[src/rtl/key_input_module_pkg.sv]
// Shared definitions for the memory-mapped I/O devices on the processor bus.
package key_input_module_pkg;

  localparam logic [31:0] LEDG_ADDR          = 32'hF0000000;
  localparam logic [31:0] KDATA_ADDR_DEFAULT = 32'hF0000010;
  localparam logic [31:0] KCTRL_ADDR_DEFAULT = 32'hF0000110;

  localparam int READY_BIT   = 0;
  localparam int OVERRUN_BIT = 2;
  localparam int IE_BIT      = 8;

  localparam int DEBOUNCE_CYCLES_DEFAULT = 10000;

  function automatic logic [31:0] kctrl_word(input logic ie, input logic overrun, input logic ready);
    logic [31:0] w;
    w              = '0;
    w[IE_BIT]      = ie;
    w[OVERRUN_BIT] = overrun;
    w[READY_BIT]   = ready;
    return w;
  endfunction

endpackage

[src/rtl/key_input_module_debouncer.sv]
// Two-flop synchronizer plus one shared debounce counter for all keys.
// stable follows synced after DEBOUNCE_CYCLES equal samples; change pulses on that edge.
module key_debouncer #(
  parameter int NKEYS           = 4,
  parameter int DEBOUNCE_CYCLES = 10000
) (
  input  logic             clk,
  input  logic             reset_n,
  input  logic [NKEYS-1:0] key_n,
  output logic [NKEYS-1:0] stable,
  output logic             change
);

  localparam int            CW       = $clog2(DEBOUNCE_CYCLES) + 1;
  localparam logic [CW-1:0] CNT_LAST = CW'(DEBOUNCE_CYCLES - 2);

  logic [NKEYS-1:0] sync1_q, sync1_d;
  logic [NKEYS-1:0] sync2_q, sync2_d;
  logic [NKEYS-1:0] prev_q, prev_d;
  logic [NKEYS-1:0] stable_q, stable_d;
  logic [CW-1:0]    cnt_q, cnt_d;
  logic [NKEYS-1:0] synced;
  logic             change_d;

  assign synced = ~sync2_q;

  // The edge where synced first takes a new value clears the counter, so the
  // accepting edge is the DEBOUNCE_CYCLES-th consecutive sample of that value.
  always_comb begin
    sync1_d  = key_n;
    sync2_d  = sync1_q;
    prev_d   = synced;
    stable_d = stable_q;
    cnt_d    = '0;
    change_d = 1'b0;
    if ((synced != stable_q) && (synced == prev_q)) begin
      if (cnt_q == CNT_LAST) begin
        stable_d = synced;
        change_d = 1'b1;
      end else begin
        cnt_d = cnt_q + 1'b1;
      end
    end
  end

  always_ff @(posedge clk or negedge reset_n) begin
    if (!reset_n) begin
      sync1_q  <= '1;
      sync2_q  <= '1;
      prev_q   <= '0;
      stable_q <= '0;
      cnt_q    <= '0;
    end else begin
      sync1_q  <= sync1_d;
      sync2_q  <= sync2_d;
      prev_q   <= prev_d;
      stable_q <= stable_d;
      cnt_q    <= cnt_d;
    end
  end

  assign stable = stable_q;
  assign change = change_d;

endmodule

[src/rtl/key_input_module.sv]
// Pushbutton input device: debounced key data register plus Ready/Overrun/IE status.
// Registered read data with one-cycle latency; intr is a level request (Ready & IE).
module key_input_module
  import key_input_module_pkg::*;
#(
  parameter logic [31:0] KDATA_ADDR      = KDATA_ADDR_DEFAULT,
  parameter logic [31:0] KCTRL_ADDR      = KCTRL_ADDR_DEFAULT,
  parameter int          NKEYS           = 4,
  parameter int          DEBOUNCE_CYCLES = DEBOUNCE_CYCLES_DEFAULT
) (
  input  logic             clk,
  input  logic             reset_n,
  input  logic [31:0]      dbus,
  input  logic [31:0]      abus,
  input  logic             wren,
  input  logic [NKEYS-1:0] key_n,
  output logic [31:0]      dbusout,
  output logic             intr
);

  logic [NKEYS-1:0] stable;
  logic             change;
  logic             rd_kdata, rd_kctrl, wr_kctrl;
  logic             ready_q, ready_d;
  logic             overrun_q, overrun_d;
  logic             ie_q, ie_d;
  logic [31:0]      dbusout_q, dbusout_d;
  logic             unused_dbus;

  assign unused_dbus = ^{dbus[31:IE_BIT+1], dbus[IE_BIT-1:OVERRUN_BIT+1], dbus[OVERRUN_BIT-1:READY_BIT+1]};

  key_debouncer #(
    .NKEYS           (NKEYS),
    .DEBOUNCE_CYCLES (DEBOUNCE_CYCLES)
  ) u_debouncer (
    .clk     (clk),
    .reset_n (reset_n),
    .key_n   (key_n),
    .stable  (stable),
    .change  (change)
  );

  assign rd_kdata = !wren && (abus == KDATA_ADDR);
  assign rd_kctrl = !wren && (abus == KCTRL_ADDR);
  assign wr_kctrl =  wren && (abus == KCTRL_ADDR);

  // A new key event always wins over a clear landing on the same edge.
  always_comb begin
    ready_d   = ready_q;
    overrun_d = overrun_q;
    ie_d      = ie_q;
    if (rd_kdata) begin
      ready_d = 1'b0;
    end
    if (wr_kctrl) begin
      ie_d = dbus[IE_BIT];
      if (!dbus[READY_BIT])   ready_d   = 1'b0;
      if (!dbus[OVERRUN_BIT]) overrun_d = 1'b0;
    end
    if (change) begin
      ready_d = 1'b1;
      if (ready_q && !rd_kdata) overrun_d = 1'b1;
    end
  end

  always_comb begin
    dbusout_d = '0;
    if (rd_kdata) begin
      dbusout_d = 32'(stable);
    end else if (rd_kctrl) begin
      dbusout_d = kctrl_word(ie_q, overrun_q, ready_q);
    end
  end

  always_ff @(posedge clk or negedge reset_n) begin
    if (!reset_n) begin
      ready_q   <= 1'b0;
      overrun_q <= 1'b0;
      ie_q      <= 1'b0;
      dbusout_q <= '0;
    end else begin
      ready_q   <= ready_d;
      overrun_q <= overrun_d;
      ie_q      <= ie_d;
      dbusout_q <= dbusout_d;
    end
  end

  assign dbusout = dbusout_q;
  assign intr    = ready_q & ie_q;

endmodule
[config.mk]
export PLATFORM = sky130hd
export DESIGN_NAME = key_input_module
export DESIGN_NICKNAME = d
export VERILOG_FILES = /design/src/rtl/key_input_module_pkg.sv /design/src/rtl/key_input_module_debouncer.sv /design/src/rtl/key_input_module.sv
export SDC_FILE = /design/constraint.sdc
export NUM_CORES = 1
export LEC_CHECK = 0
export CAP_MARGIN = 20
export CORE_MARGIN = 4
export CORE_UTILIZATION = 62
export DETAILED_ROUTE_END_ITERATION = 8
export DONT_BUFFER_PORTS = 1
export GPL_TIMING_DRIVEN = 0
export PLACE_DENSITY = 0.84
export SYNTH_ARGS = -nofsm -noshare
export SYNTH_HDL_FRONTEND = slang
export SYNTH_SLANG_ARGS = --single-unit
export TNS_END_PERCENT = 100
[constraint.sdc]
create_clock -name clk -period 2.1 [get_ports clk]
set_input_delay 0.315 -clock clk [delete_from_list [all_inputs] [get_ports clk]]
set_output_delay 0.315 -clock clk [all_outputs]
set_load 0.01 [all_outputs]
==> summary.txt <==
Placed design
  • RD Place Congestion: 0.794
  • Detail Placement HPWL: 3090 um
  • Port Buffers: 0
  • Placed Cells incl. Taps: 251

STA
  • Highest clock rate: 509 MHz
  • Final setup viols: 0
  • Setup TNS: 0 ps
  • Final Max Tran Viols: 0
  • Clock Skew: 22.8 ps
  • Final hold vios: 0
  • Min Clock Period, post-route: 1970 ps
  • Unrepaired setup endpoints after global routing: no
  • Period utilization: 93.6%

Logic synthesis
  • Synth Area in Compound Gates: 2.10%
  • Cell taking the most area after synthesis: dfrtp_1
  • Top-area cell type share of the netlist area: 39.4%
  • Cell Area, Synth: 1970 um2
  • Post-Syn Instances: 181
  • Syn Area/Cell: 10.9 um2
  • Post-synthesis mux area share: 3.88%
  • Xor and xnor area share after synthesis: 8.89%
  • Post-Synth Adder-Cell Area: 1.27%
  • Ys Warns: 0
  • Sequential cell area fraction in the yosys report: 50.1%
  • Yosys reg bits: 39
  • Post-synth EDFFs: 0
  • Post-Synth Simple-Gate Area: 21.2%
  • Commonest cells in the netlist: 31 x dfrtp_1, 28 x buf_4, 18 x nor2_1, 14 x xnor2_1
  • Library cells used by synthesis: 34
  • FFs w/ async S/R, synth: 100%
  • Dominant synthesized flop cell: dfrtp_1
  • Synth area leaders: dfrtp_1 39%, buf_4 11%, dfstp_2 11%
  • Largest family of logic cells by synthesized area: simple AND/OR/NAND/NOR gates
  • Most common cell in the synthesized netlist: dfrtp_1

Worst setup path
  • Max stage delay on crit path: 550 ps
  • Kind of critical path: register to register
  • Top delay family on crit path: simple AND/OR/NAND/NOR gates
  • Bufs and invs on worst path: 1
  • Worst EP required: 2340 ps
  • Crit path DAT: 2200 ps
  • Ordered list of cells on the worst path: or4_4 > nor4_4 > nand3b_1 > buf_4 > nor2_1
  • Startpoint Class: register
  • Critical path's slowest cell: or4_4
  • Critical Path End Type: register
  • CP max FO: 10

Clocking
  • Largest buffer count on any clock path: 2
  • H-Tree Depth: 2
  • Sink Count: 39
  • TritonCTS clock tree: yes
  • Num CTS Buffers: 5
  • Clk slew on worst S/H paths: 130 ps
  • Cts-stage hold buffer count: 7
  • Number of setup buffers added after CTS: 0
  • Post-cts resize count: 0
  • Latest clock arrival within the worst-skew pair: 360 ps
  • Root Buffer: clkbuf_4

GRT
  • GRT Overall Usage: 20.5%
  • Largest net degree at the start of global routing: 40
  • Total congestion overflow: 0
  • Global-route wire length before repair: 6430 um
  • Antenna violations before repair: 0
  • Number of global-route vias before repair: 1477

Floorplanning
  • Placeable Area: 3050 um2
  • Chip width: 64.4 um
  • Rows: 20
  • Die height: 64.4 um
  • Starting Density: 64.5%
  • # IOs: 104
  • Die ar.: 4140 um2

Worst hold path
  • Worst hold path type: input port to register

Final layout
  • Fillers: 232
  • Synth-to-Final Area Change: 16.3%
  • Layout Cells excl Fill: 267
  • Nets@finish: 295
  • ANT cells: 0
  • Share of layout cells above drive strength 1: 22.9%

Power
  • Leak Pwr: 0.999 nW
  • Maximum vdd drop: 514 uV
  • Pwr Density: 614 nW/um2

Run status
  • Run status: finished clean

Drt
  • Routed WL: 4020 um
  • DRC viols: 0
  • Post-DRT Antenna Nets: 0
  • Routed len/inst: 15.1 um
  • DR iter-0 viols: 54
  • Avg Vias per Cell: 5.30
  • Vias: 1416
  • TritonRoute pass-1 iters: 4

Job
  • Max-cap violations: 0
[state kept, by name, indices dropped and copies added, names as in the netlist, 4 cells and up]
signal and cells:
u_debouncer.sync2_q 4, u_debouncer.sync1_q 4, u_debouncer.cnt_q 15, u_debouncer.prev_q 4, u_debouncer.stable 4, dbusout 5
[power breakdown]
part	total (mW)	internal, mW	leakage [nW]	switching (mW)
registers	0.779	0.770	0.497	0.00907
logic	0.133	0.0635	0.463	0.0693
clock network	0.496	0.251	0.0385	0.245
total	1.41	1.08	0.999	0.323
[cells in the final DEF, fill, tap and decap left out, types with 2 or more instances in the layout]
cell           instances
buf_4                 28
clkbuf_1               2
clkbuf_4               5
conb_1                27
dfrtp_1               31
dfstp_2                8
dlygate4sd3_1          7
ha_1                   2
inv_1                  8
mux2_1                 4
mux2i_1                2
nand2_1                7
nand3_1                5
nand3b_1               2
nand4_1                6
nor2_1                18
nor3_1                 7
nor4_1                 7
nor4_4                 2
nor4b_1                6
o21ai_0                2
or3_1                  2
xnor2_1               14
xor2_1                 6
[cells by family (layout without fill, tap and decap cells)]
logic type / Yosys count / after routing
adders and majority gates: 2 / 2
other: 1 / 27
AOI/OAI and AO/OA: 6 / 6
DFF: 39 / 39
muxes: 7 / 7
and+or+nand+nor: 69 / 69
buffers and inverters: 37 / 53
xor gates and xnor gates: 20 / 20
[layer usage]
metal | global-route usage, % | up-vias | part of all wire, %
met1 | 20.6 | 695 | 36
met2 | 39.2 | 71 | 55
met4 | 7.92 | 0 | 1.1
li1 | - | 644 | -
met3 | 5.62 | 6 | 7.7
met5 | 0 | - | 0
[per-stage QoR]
step	area [um2]	utilization (%)	hold slack, ps	power [mW]	worst slack (ps)
detailed placement	2120	69.5	20.0	0.893	158
CTS	2280	74.7	0.857	1.41	137
global route	2290	75.0	1.98	1.47	39.9
global placement	2120	69.5	20.2	0.889	201
finish	2290	75.0	23.8	1.41	134
floorplan	2070	-	19.4	0.884	318
[layout make-up]
type | instances | area (um2) | share of cell area, %
Buffer | 29 | 214 | 9.34
Clock buffer | 6 | 41.3 | 1.80
Clock inverter | 2 | 37.5 | 1.64
Inverter | 8 | 30.0 | 1.31
Multi-Input combinational cell | 131 | 837 | 36.5
Sequential cell | 39 | 986 | 43.0
Tap cell | 44 | 55.1 | 2.40
Timing Repair Buffer | 8 | 90.1 | 3.93
[path summary, 6_finish.rpt]
check / from / to / slack [ps] / depth (start not counted)
setup / recovery: u_debouncer.cnt_q[7] / u_debouncer.cnt_q[9] / 130 / 5
hold / removal: wren / dbusout[0] / 20 / 1
setup reg to reg: u_debouncer.cnt_q[7] / u_debouncer.cnt_q[9] / 130 / 5
hold reg to reg: u_debouncer.sync1_q[2] / u_debouncer.sync2_q[2] / 360 / 0
max in group asynchronous: reset_n / u_debouncer.sync1_q[2] / 1430 / 2
min in group asynchronous: reset_n / dbusout[2] / 390 / 2
(Power assumes the default switching activity.)
